==> config.mk <==
export PLATFORM = sky130hd
export DESIGN_NAME = div_unit
export DESIGN_NICKNAME = d
export VERILOG_FILES = /design/src/rtl/div_unit_pkg.sv /design/src/rtl/div_step.sv /design/src/rtl/div_unit.sv
export SDC_FILE = /design/constraint.sdc
export NUM_CORES = 1
export LEC_CHECK = 0
export ABC_AREA = 1
export ABC_CLOCK_PERIOD_IN_PS = 2600
export BUFFER_PORTS_ARGS = -buffer_cell sky130_fd_sc_hd__buf_4
export CAP_MARGIN = 10
export CELL_PAD_IN_SITES_DETAIL_PLACEMENT = 0
export CELL_PAD_IN_SITES_GLOBAL_PLACEMENT = 1
export CORE_ASPECT_RATIO = 1.75
export CORE_UTILIZATION = 44
export CTS_CLUSTER_SIZE = 40
export DETAILED_ROUTE_END_ITERATION = 7
export MAX_ROUTING_LAYER = met4
export PLACE_DENSITY_LB_ADDON = 0.1
export SLEW_MARGIN = 15
export SYNTH_ARGS = -nofsm -noshare
export SYNTH_HDL_FRONTEND = slang
export SYNTH_HIERARCHICAL = 1
export SYNTH_SLANG_ARGS = --single-unit
==> constraint.sdc <==
create_clock -name clk -period 2.6 [get_ports clk]
set_clock_uncertainty 0.05 [all_clocks]
set_input_delay 0.26 -clock clk [delete_from_list [all_inputs] [get_ports clk]]
set_output_delay 0.26 -clock clk [all_outputs]
set_load 0.05 [all_outputs]
==> src/rtl/div_unit_pkg.sv <==
// Shared CPU arithmetic constants: divider state encoding, widths and iteration
// count, kept next to the multiplier constants used by the sibling mul unit.
package div_unit_pkg;

   localparam int DIV_WIDTH = 32;
   localparam int DIV_ITERS = DIV_WIDTH;
   localparam int DIV_CNT_W = 5;

   localparam int MUL_WIDTH   = 32;
   localparam int MUL_LATENCY = 3;

   typedef enum logic [2:0] {
      S_IDLE  = 3'd0,
      S_SETUP = 3'd1,
      S_RUN   = 3'd2,
      S_FIXUP = 3'd3,
      S_DONE  = 3'd4
   } div_state_e;

endpackage

==> src/rtl/div_step.sv <==
// One restoring-division iteration: shift {rem,quot} left, trial-subtract the
// divisor magnitude, keep or restore, and shift the new quotient bit in.
module div_step
   import div_unit_pkg::*;
#(
   parameter int WIDTH = DIV_WIDTH
) (
   input  logic [WIDTH:0]   rem_in,
   input  logic [WIDTH-1:0] quot_in,
   input  logic [WIDTH-1:0] divisor,
   output logic [WIDTH:0]   rem_out,
   output logic [WIDTH-1:0] quot_out
);

   logic [WIDTH:0] rem_sh;
   logic [WIDTH:0] diff;
   logic           fits;

   always_comb begin
      rem_sh = {rem_in[WIDTH-1:0], quot_in[WIDTH-1]};
      diff   = rem_sh - {1'b0, divisor};
      // A set top bit would mean the shifted remainder already exceeds any divisor.
      fits   = rem_in[WIDTH] | (rem_sh >= {1'b0, divisor});
      if (fits) begin
         rem_out  = diff;
         quot_out = {quot_in[WIDTH-2:0], 1'b1};
      end else begin
         rem_out  = rem_sh;
         quot_out = {quot_in[WIDTH-2:0], 1'b0};
      end
   end

endmodule

==> src/rtl/div_unit.sv <==
// Fixed-latency signed restoring divider: quotient truncates toward zero and
// the remainder takes the sign of the dividend; a zero divisor is flagged.
module div_unit
   import div_unit_pkg::*;
#(
   parameter int WIDTH = DIV_WIDTH
) (
   input  logic             clk,
   input  logic             clear,
   input  logic             start,
   input  logic [WIDTH-1:0] a,
   input  logic [WIDTH-1:0] b,
   output logic             busy,
   output logic             done,
   output logic             div_zero,
   output logic [WIDTH-1:0] cHI,
   output logic [WIDTH-1:0] cLOW
);

   localparam logic [DIV_CNT_W-1:0] CNT_LOAD = DIV_CNT_W'(WIDTH - 1);

   div_state_e           state;
   div_state_e           state_nxt;
   logic [DIV_CNT_W-1:0] cnt;
   logic [WIDTH-1:0]     a_q;
   logic [WIDTH-1:0]     b_q;
   logic [WIDTH-1:0]     dvs;
   logic [WIDTH-1:0]     quot;
   logic [WIDTH-1:0]     quot_step;
   logic [WIDTH:0]       rem;
   logic [WIDTH:0]       rem_step;
   logic [WIDTH-1:0]     q_fix;
   logic [WIDTH-1:0]     r_fix;
   logic                 neg_a;
   logic                 neg_b;
   logic                 zero_div;
   logic                 load_ops;
   logic                 setup_en;
   logic                 run_en;
   logic                 fix_en;

   always_ff @(posedge clk or negedge clear) begin
      if (!clear) state <= S_IDLE;
      else        state <= state_nxt;
   end

   always_comb begin
      state_nxt = state;
      case (state)
         S_IDLE:  if (start) state_nxt = S_SETUP;
         S_SETUP: state_nxt = S_RUN;
         S_RUN:   if (cnt == '0) state_nxt = S_FIXUP;
         S_FIXUP: state_nxt = S_DONE;
         S_DONE:  state_nxt = S_IDLE;
         default: state_nxt = S_IDLE;
      endcase
   end

   always_comb begin
      busy     = (state != S_IDLE);
      done     = (state == S_DONE);
      load_ops = (state == S_IDLE) && start;
      setup_en = (state == S_SETUP);
      run_en   = (state == S_RUN);
      fix_en   = (state == S_FIXUP);
   end

   div_step #(.WIDTH(WIDTH)) u_step (
      .rem_in  (rem),
      .quot_in (quot),
      .divisor (dvs),
      .rem_out (rem_step),
      .quot_out(quot_step)
   );

   // Zero divisor bypasses the sign fixup and reports the dividend unchanged.
   always_comb begin
      q_fix = (neg_a ^ neg_b) ? -quot : quot;
      r_fix = neg_a ? -rem[WIDTH-1:0] : rem[WIDTH-1:0];
      if (zero_div) begin
         q_fix = '1;
         r_fix = a_q;
      end
   end

   always_ff @(posedge clk or negedge clear) begin
      if (!clear) begin
         a_q      <= '0;
         b_q      <= '0;
         dvs      <= '0;
         quot     <= '0;
         rem      <= '0;
         cnt      <= '0;
         neg_a    <= 1'b0;
         neg_b    <= 1'b0;
         zero_div <= 1'b0;
         cHI      <= '0;
         cLOW     <= '0;
         div_zero <= 1'b0;
      end else begin
         if (load_ops) begin
            a_q <= a;
            b_q <= b;
         end
         if (setup_en) begin
            neg_a    <= a_q[WIDTH-1];
            neg_b    <= b_q[WIDTH-1];
            zero_div <= (b_q == '0);
            quot     <= a_q[WIDTH-1] ? -a_q : a_q;
            dvs      <= b_q[WIDTH-1] ? -b_q : b_q;
            rem      <= '0;
            cnt      <= CNT_LOAD;
         end
         if (run_en) begin
            rem  <= rem_step;
            quot <= quot_step;
            if (cnt != '0) cnt <= cnt - DIV_CNT_W'(1);
         end
         if (fix_en) begin
            cHI      <= r_fix;
            cLOW     <= q_fix;
            div_zero <= zero_div;
         end
      end
   end

endmodule
==> flow_metrics.py, run 1 <==
metrics = {
    "outcome": {
        "status": "completed",
    },
    "synth": {
        "netlist_top_cells_count": "nand2_1, inv_1, nor2_1",
        "ys_types": 48,
        "synth_top_area_share_pct": 36.3,
        "async_flop_share_pct": 100,
        "synth_area_leader_cell": "dfrtp_1",
        "ys_top_cells_by_area": "dfrtp_1, nand2_1, inv_1",
        "syn_nets": 2583,
        "postSynthAreaPerCell_um2": 6.59,
        "synthCells": 2478,
        "yosysWarnings": 6,
        "yosys.cell_count.top_type": "nand2_1",
        "synth-edff-count": 0,
        "yosysSeqAreaShare_pct": 36.3,
        "netlist_area_um2": 16300,
        "ys_seq_elements": 237,
        "synth_ff_type": "dfrtp_1",
    },
    "routing": {
        "wirelength_um": 64200,
        "routed_via_density": 5.27,
        "route.detailed.drc": 0,
        "drtIter0Drc": 833,
        "num_vias": 16870,
        "wl_per_cell_um": 20.0,
        "ant_nets": 0,
        "firstDrtPassIters": 5,
    },
    "floorplan": {
        "fp.dieArea_um2": 37900,
        "core_area_um2": 36700,
        "io-pin-count": 134,
        "row_count": 93,
        "dieWidth_um": 148,
        "initial_core_util_pct": 44.6,
        "die_h_um": 257,
    },
    "timing": {
        "finalCritPeriodShare_pct": 95.7,
        "fmax_mhz": 402,
        "final_max_slew_viol_count": 0,
        "rsz0062_at_grt": "yes",
        "slew_headroom_pct": 49.3,
        "finalSetupViolCount": 0,
        "min_period_ns": 2.49,
        "final-hold-violation-count": 0,
        "whs_ns": 0.0517,
        "worst_pin_slew_ns": 0.759,
    },
    "clock_network": {
        "cts_buffers": 25,
        "clkTransAtPathRegs_ns": 0.07,
        "cts_sinks": 237,
        "clockBufferDepth": 3,
        "cts_tree": "built",
        "cts_root_buf": "clkbuf_16",
        "h-tree-depth": 1,
        "clk_latency_ns": 0.55,
    },
    "power": {
        "power_leakage_uw": 0.0106,
        "power.density_nw_per_um2": 1580,
        "fin_total_pwr_uw": 31900,
        "ir_worst_vdd_v": 0.000918,
    },
    "critical_path": {
        "crit_family": "simple AND/OR/NAND/NOR gates",
        "startpoint_type": "flip-flop",
        "arrival_ns": 2.85,
        "crit_type": "flip-flop to flip-flop",
        "cp_slowest_cell": "ha_1",
        "path_buf_inv": 1,
        "cpMostUsedCell": "nand2_1",
        "path_cells": "ha_1, nand2_1, nand2_1, a211oi_1, nand2_1, nor2_4, nand2_8, buf_4, nand2_1, nand2_1, nand2_1, o21ai_0",
        "end_kind": "flip-flop",
        "cp_max_fo": 13,
        "critPathMaxStageDelay_ns": 0.40,
        "crit_required_ns": 2.96,
    },
    "finish": {
        "num-nets-final": 2814,
        "insertedDiodeCount": 0,
        "fill_cells": 3705,
        "syn_to_final_growth_pct": 23.5,
        "final_util_pct": 55.1,
        "drive_above_1_share_pct": 13.7,
    },
    "place": {
        "portBuffers": 133,
        "gp_congestion": 1.04,
        "place_hpwl_um": 51300,
    },
    "global_route": {
        "grt_usage_pct": 35.0,
        "grt_pass1_vias": 16932,
        "grt_max_degree": 74,
        "overflow": 0,
        "grt_first_pass_wirelength_um": 96400,
        "grt_antenna_before_repair": 0,
    },
    "run": {
        "maxCapViolCount": 0,
    },
    "worst_hold_path": {
        "hp-class": "input port to flip-flop",
    },
}
-- timing repair --
| action | 4_1_cts | 5_1_grt |
|---|---|---|
| endpoints found under the setup margin | 35 | 29 |
| gates resized for setup | 29 | 27 |
| buffers inserted | 1 | 1 |
| pin swaps | 4 | 5 |
| cloned | 0 | 1 |
| hold buffers | 65 | 0 |
| hold endpoints to repair | 131 | 0 |
-- registers in the layout, summed over array words and instances (netlist names) --
register / count
div_zero: 1
neg_a: 1
cHI: 32
rem: 33
b_q: 32
neg_b: 1
dvs: 32
state: 3
cLOW: 32
zero_div: 1
quot: 32
a_q: 32
cnt: 5
-- layout make-up --
cell class,count,area (um^2),area share [%]
multi-input combinational,1773,8770,43.5
sequential,237,5940,29.4
timing repair buffer,314,2650,13.1
inverter,358,1340,6.66
clock buffer,38,785,3.89
tap,475,594,2.95
clock inverter,8,96.3,0.477
-- path summary, 6_finish.rpt --
kind	slack (ns)	to	cells past startpoint	start
setup / recovery	0.11	rem[6]$_DFFE_PN0P_	12	rem[29]$_DFFE_PN0P_
hold / removal	0.05	state[0]$_DFFE_PN0P_	3	start
setup reg to reg	0.11	rem[6]$_DFFE_PN0P_	12	rem[29]$_DFFE_PN0P_
hold reg to reg	0.43	dvs[29]$_DFFE_PN0P_	2	dvs[29]$_DFFE_PN0P_
max in group asynchronous	1.51	dvs[3]$_DFFE_PN0P_	3	clear
min in group asynchronous	0.25	cLOW[16]$_DFFE_PN0P_	2	clear
-- cells in the final DEF (no fill, tap or decap), types with 22 or more instances in the layout --
cell,synthesis,routed
o21ai_0,146,146
nor3_1,23,22
buf_4,33,238
a21oi_1,98,95
nand4_1,39,39
clkbuf_16,0,25
dfrtp_1,237,233
nor2_1,254,244
a22oi_1,23,23
inv_1,352,352
nand3_1,212,211
xor2_1,53,53
nand2_1,780,772
dlygate4sd3_1,0,65
-- metal layers --
| metal | wire length, um | vias up | track usage [%] |
|---|---|---|---|
| li1 | - | 8301 | - |
| met1 | 21800 | 7963 | 32.7 |
| met2 | 34300 | 423 | 64.8 |
| met3 | 1890 | 183 | 2.32 |
| met4 | 6190 | 0 | 28.3 |
| met5 | 0 | - | - |
-- cell families after synthesis --
| family | share of synthesized area [%] |
|---|---|
| adders and majority gates | 2.96 |
| AOI/OAI and AO/OA | 11.0 |
| buffers and inverters | 12.0 |
| DFF | 36.3 |
| and+or+nand+nor | 34.5 |
| muxes | 0.345 |
| xor gates and xnor gates | 2.90 |
-- report_power, final --
group / switching, uW / internal (uW) / total (uW)
Sequential: 1710 / 5380 / 7100
Clock: 1600 / 2280 / 3880
Combinational: 14100 / 6840 / 20900
Total: 17400 / 14500 / 31900
-- through the flow --
stage	cells	setup TNS [ns]	setup WS (ns)	instance area (um^2)
after floorplan	2478	0	0.406	16300
after global placement	3089	-6.27	-0.265	18300
after detailed placement	3089	-5.51	-0.262	18300
after CTS	3201	0	0.00531	20000
after global routing	3203	-0.0472	-0.0307	20200
final	3203	0	0.112	20200
-- tightest hold or removal path: stages --
cell	delay, ns
buf_4	0.13
o21ai_0	0.16
nor3_1	0.05
(Power assumes the default switching activity.)
==> run 2: changes to the inputs <==
ABC_CLOCK_PERIOD_IN_PS = 2300   (was 2600)
clock period = 2.3 ns   (was 2.6 ns; I/O delays follow)
==> flow_metrics.py, run 2 (synthesis gave the netlist of run 1 again) <==
metrics = {
    "worst_hold_path": {
        "hp-class": "input port to flip-flop",
        "hold_end": "state[0]$_DFFE_PN0P_",
        "worstHoldPathCells": 3,
        "min-delay-start": "start",
    },
    "timing": {
        "fmax_mhz": 425,
        "min_period_ns": 2.36,
        "worst_pin_slew_ns": 0.799,
        "final_max_slew_viol_count": 0,
        "finalCritPeriodShare_pct": 102,
        "finalSetupViolCount": 8,
        "final-hold-violation-count": 0,
        "slew_headroom_pct": 46.7,
        "fin_ws_ns": -0.0555,
        "rsz0062_at_grt": "yes",
        "whs_ns": 0.0128,
    },
    "critical_path": {
        "cp_max_fo": 8,
        "r2r_start": "rem[17]$_DFFE_PN0P_",
        "r2r-end": "rem[16]$_DFFE_PN0P_",
        "end_kind": "flip-flop",
        "crit_required_ns": 2.67,
        "arrival_ns": 2.73,
        "rrSetupSlack_ns": -0.06,
        "startpoint_type": "flip-flop",
        "crit_type": "flip-flop to flip-flop",
        "reg2reg_depth": 15,
    },
    "clock_network": {
        "cts_buffers": 26,
        "cts_tree": "built",
        "cts_root_buf": "clkbuf_16",
        "h-tree-depth": 1,
        "cts_sinks": 237,
        "clockBufferDepth": 3,
        "clkTransAtPathRegs_ns": 0.07,
        "clk_latency_ns": 0.56,
    },
    "outcome": {
        "status": "complete, but fails checks",
        "violations": "setup timing",
    },
    "finish": {
        "final_util_pct": 60.5,
        "multiInputGateArea_um2": 9530,
        "fill_cells": 3527,
        "seqCellArea_um2": 5950,
        "final_common_cell": "nand2_1",
        "postLayoutCellArea_um2": 22200,
        "drive_above_1_share_pct": 23.7,
        "largest_register_ffs": 33,
        "insertedDiodeCount": 0,
        "syn_to_final_growth_pct": 35.7,
        "num-nets-final": 2949,
        "largest-register": "rem",
        "final_cell_mix": "nand2_1, buf_4, inv_1",
    },
    "global_route": {
        "grt_most_used_layer": "met2",
        "grt_pass1_vias": 17538,
        "grt_first_pass_wirelength_um": 98100,
        "grt_max_degree": 76,
        "overflow": 0,
        "grt_usage_pct": 35.4,
        "grtUsageMet1_pct": 33.9,
        "met3_usage_pct": 2.45,
        "grt_antenna_before_repair": 0,
        "met2_usage_pct": 65.0,
    },
    "place": {
        "portBuffers": 133,
        "pre_cts_slack_ns": -0.332,
        "place_hpwl_um": 50200,
        "placed_area_um2": 19100,
        "gp_congestion": 1.01,
    },
    "routing": {
        "num_vias": 17435,
        "drtIter0Drc": 894,
        "firstDrtPassIters": 5,
        "wirelength_um": 65100,
        "wl_per_cell_um": 19.5,
        "routed_via_density": 5.22,
        "route.detailed.drc": 0,
        "ant_nets": 0,
    },
    "floorplan": {
        "dieWidth_um": 148,
        "die_h_um": 257,
        "io-pin-count": 134,
        "core_area_um2": 36700,
        "row_count": 93,
        "fp.dieArea_um2": 37900,
        "initial_core_util_pct": 44.6,
    },
    "power": {
        "power_leakage_uw": 0.0114,
        "ir_worst_vdd_v": 0.00113,
        "fin_total_pwr_uw": 40800,
        "power.density_nw_per_um2": 1840,
    },
    "run": {
        "maxCapViolCount": 0,
    },
}
## run 2: cell count changes in the layout (fill, tap and decap cells not counted), sizes merged
| cell | change |
|---|---|
| clkinv | -2 |
| bufinv | +3 |
| clkbuf | -1 |
| inv | +1 |
| nand2 | +2 |
| clkinvlp | -1 |
| dlygate4sd3 | +2 |
| buf | +130 |
## run 2: stage by stage
stage	TNS [ns]	std cells
after global routing	-1.66	3337
after CTS	-0.000812	3315
after floorplan	0	2478
after detailed placement	-7.77	3185
final	-0.199	3337
after global placement	-7.76	3185
## run 2: final cells by class
| cell class | count | share of cell area (%) |
|---|---|---|
| clock buffer | 37 | 3.58 |
| inverter | 358 | 6.06 |
| clock inverter | 9 | 0.818 |
| timing repair buffer | 446 | 17.0 |
| tap | 475 | 2.68 |
| multi-input combinational | 1775 | 43.0 |
| sequential | 237 | 26.9 |
## run 2: critical path, cell delays in order, from the launching register on
cell and delay (ns):
dfrtp_2 0.45, ha_4 0.33, nand2_2 0.10, nor2_4 0.11
nand2_2 0.09, nor2_4 0.11, nand4_1 0.13, nand2_1 0.13
nor2_4 0.05, buf_12 0.13, buf_8 0.13, buf_6 0.13
nand3_1 0.09, nand2_1 0.06, nand2_1 0.05, o21ai_0 0.09
## run 2: per-layer routing
metal,wire length [um],up-vias,part of all wire [%]
met3,1900,201,2.9
li1,-,8554,-
met1,22200,8236,34
met5,0,-,0
met4,5910,0,9.1
met2,35100,444,54
## run 2: report_power, final
group,internal [uW],leakage [uW],switching [uW]
clock network,2960,0.000480,1900
logic,10500,0.00811,17300
registers,6100,0.00282,1970
## run 2: worst max path at each step
stage,from,to,slack [ns],cells past startpoint
floorplan,rem[11]$_DFFE_PN0P_,rem[5]$_DFFE_PN0P_,0.11,15
global placement,rem[26]$_DFFE_PN0P_,rem[1]$_DFFE_PN0P_,-0.31,14
detailed placement,rem[23]$_DFFE_PN0P_,rem[2]$_DFFE_PN0P_,-0.33,14
CTS,rem[15]$_DFFE_PN0P_,rem[6]$_DFFE_PN0P_,-0.0008,16
global route,rem[9]$_DFFE_PN0P_,rem[11]$_DFFE_PN0P_,-0.10,14
finish,rem[17]$_DFFE_PN0P_,rem[16]$_DFFE_PN0P_,-0.06,15
## run 2: repair_timing
action | in CTS | in global routing
setup endpoints to repair | 34 | 42
cloned | 3 | 1
hold endpoints to repair | 120 | 0
buffers inserted | 15 | 21
pin swaps | 18 | 73
hold buffers | 67 | 0
resized for setup | 89 | 190
==> run 3: changes to the inputs <==
CORE_ASPECT_RATIO = default   (was 1.75)
==> flow_metrics.py, run 3 (synthesis gave the netlist of run 1 again) <==
metrics = {
    "timing": {
        "min_period_ns": 2.41,
        "fmax_mhz": 416,
        "finalCritPeriodShare_pct": 105,
        "fin_ws_ns": -0.106,
        "worst_pin_slew_ns": 0.623,
        "finalSetupViolCount": 11,
        "final-hold-violation-count": 0,
        "final_max_slew_viol_count": 0,
        "slew_headroom_pct": 58.5,
        "rsz0062_at_grt": "yes",
    },
    "power": {
        "switching_share_pct": 51.9,
        "fin_total_pwr_uw": 39600,
        "combinationalPowerShare_pct": 65.8,
        "ir_worst_vdd_v": 0.000940,
        "power.net_switching_uw": 20500,
        "power_leakage_uw": 0.0112,
        "power.density_nw_per_um2": 1830,
        "internal-power_uw": 19000,
        "p_seq_share_pct": 20.5,
        "clkPwrFrac_pct": 13.7,
    },
    "run": {
        "maxCapViolCount": 0,
    },
    "worst_hold_path": {
        "hp-class": "input port to asynchronous set/reset pin",
    },
    "global_route": {
        "grt_max_degree": 71,
        "grt_antenna_before_repair": 1,
        "overflow": 0,
        "grt_first_pass_wirelength_um": 95000,
        "grt_usage_pct": 33.5,
        "grt_pass1_vias": 16521,
    },
    "clock_network": {
        "cts_tree": "built",
        "h-tree-depth": 1,
        "clockBufferDepth": 3,
        "cts_buffers": 29,
        "cts_sinks": 237,
        "cts_root_buf": "clkbuf_16",
        "clk_latency_ns": 0.57,
        "clkTransAtPathRegs_ns": 0.06,
    },
    "routing": {
        "wl_per_cell_um": 18.6,
        "routed_via_density": 5.31,
        "wirelength_um": 61500,
        "route.detailed.drc": 0,
        "num_vias": 17576,
        "firstDrtPassIters": 7,
        "drtIter0Drc": 1625,
        "ant_nets": 0,
    },
    "critical_path": {
        "crit_required_ns": 2.68,
        "crit_type": "flip-flop to flip-flop",
        "startpoint_type": "flip-flop",
        "cp_max_fo": 4,
        "arrival_ns": 2.79,
        "r2r-end": "rem[26]$_DFFE_PN0P_",
        "r2r_start": "rem[4]$_DFFE_PN0P_",
        "reg2reg_depth": 14,
        "end_kind": "flip-flop",
        "rrSetupSlack_ns": -0.11,
    },
    "place": {
        "pre_cts_slack_ns": -0.258,
        "place_hpwl_um": 47000,
        "portBuffers": 133,
        "post-place-cells": 3166,
        "gp_congestion": 0.972,
    },
    "floorplan": {
        "core_area_um2": 36600,
        "io-pin-count": 134,
        "dieWidth_um": 195,
        "fp.dieArea_um2": 37900,
        "row_count": 70,
        "die_h_um": 195,
        "initial_core_util_pct": 44.6,
    },
    "outcome": {
        "status": "complete, but fails checks",
        "violations": "setup timing",
    },
    "finish": {
        "num-nets-final": 2923,
        "fill_cells": 3538,
        "drive_above_1_share_pct": 19.8,
        "largest-register": "rem",
        "seqCellArea_um2": 5940,
        "final_cell_mix": "nand2_1, inv_1, buf_4",
        "final_common_cell": "nand2_1",
        "multiInputGateArea_um2": 9140,
        "syn_to_final_growth_pct": 32.2,
        "largest_register_ffs": 33,
        "layoutNonFillerInstCount": 3308,
    },
}
## run 3: how the worst max path moves through the flow
stage | start | endpoint | slack [ns] | depth (start not counted)
2_1_floorplan | rem[11]$_DFFE_PN0P_ | rem[5]$_DFFE_PN0P_ | 0.11 | 15
3_3_place_gp | rem[15]$_DFFE_PN0P_ | rem[25]$_DFFE_PN0P_ | -0.21 | 16
3_5_place_dp | rem[15]$_DFFE_PN0P_ | rem[25]$_DFFE_PN0P_ | -0.26 | 16
4_1_cts | rem[23]$_DFFE_PN0P_ | rem[5]$_DFFE_PN0P_ | -0.05 | 12
5_1_grt | dvs[5]$_DFFE_PN0P_ | rem[26]$_DFFE_PN0P_ | -0.22 | 15
6_report | rem[4]$_DFFE_PN0P_ | rem[26]$_DFFE_PN0P_ | -0.11 | 14
## run 3: routing by layer
metal / track usage (%) / part of all wire [%] / vias to the layer above
li1: - / - / 8537
met1: 49.9 / 48 / 8299
met2: 48.4 / 42 / 651
met3: 3.30 / 7.2 / 89
met4: 8.02 / 2.5 / 0
met5: - / 0 / -
## run 3: what timing repair did
action                     CTS  global route
cloned                       2             0
setup endpoints to repair   34            42
resized for setup           60            93
buffers inserted            10            14
hold buffers                66             0
pin swaps                   16            19
hold endpoints to repair   128             0
## run 3: power by group through the flow
stage / Clock, uW / Sequential (uW) / Combinational, uW
2_1_floorplan: 0 / 9180 / 13500
6_report: 5420 / 8130 / 26000
3_3_place_gp: 0 / 7970 / 23500
3_5_place_dp: 0 / 8010 / 23600
4_1_cts: 5480 / 8020 / 24700
5_1_grt: 5650 / 8310 / 28600
## run 3: final cells by class
cell class | instances | share of cell area [%]
diodes | 2 | 0.0232
clock buffers | 31 | 3.49
clock inverters | 20 | 1.70
inverters | 358 | 6.22
multi-input cells | 1774 | 42.3
flip-flops and latches | 237 | 27.5
well taps | 468 | 2.71
repair buffers | 418 | 16.0
## run 3: critical path: stages (launching register included)
cell      delay, ns
dfrtp_1        0.42
ha_1           0.37
nand2_1        0.19
nor2_2         0.18
nand2_1        0.08
nand3b_1       0.20
nand2_1        0.09
nand2_1        0.17
nand2_1        0.11
nand3_1        0.10
nand2_1        0.08
nand2_1        0.06
nand2_1        0.04
nand2_1        0.05
o21ai_0        0.07
## run 3: stage by stage
stage          instance area [um^2]  util, %  setup TNS (ns)  hold WS, ns
5_1_grt                       21600     59.0           -3.86        0.271
6_report                      21600     59.0          -0.276        0.202
2_1_floorplan                 16300        -               0       -0.116
3_3_place_gp                  18900     51.7           -4.40        0.188
3_5_place_dp                  18900     51.7           -5.40        0.190
4_1_cts                       21200     57.8         -0.0490        0.238
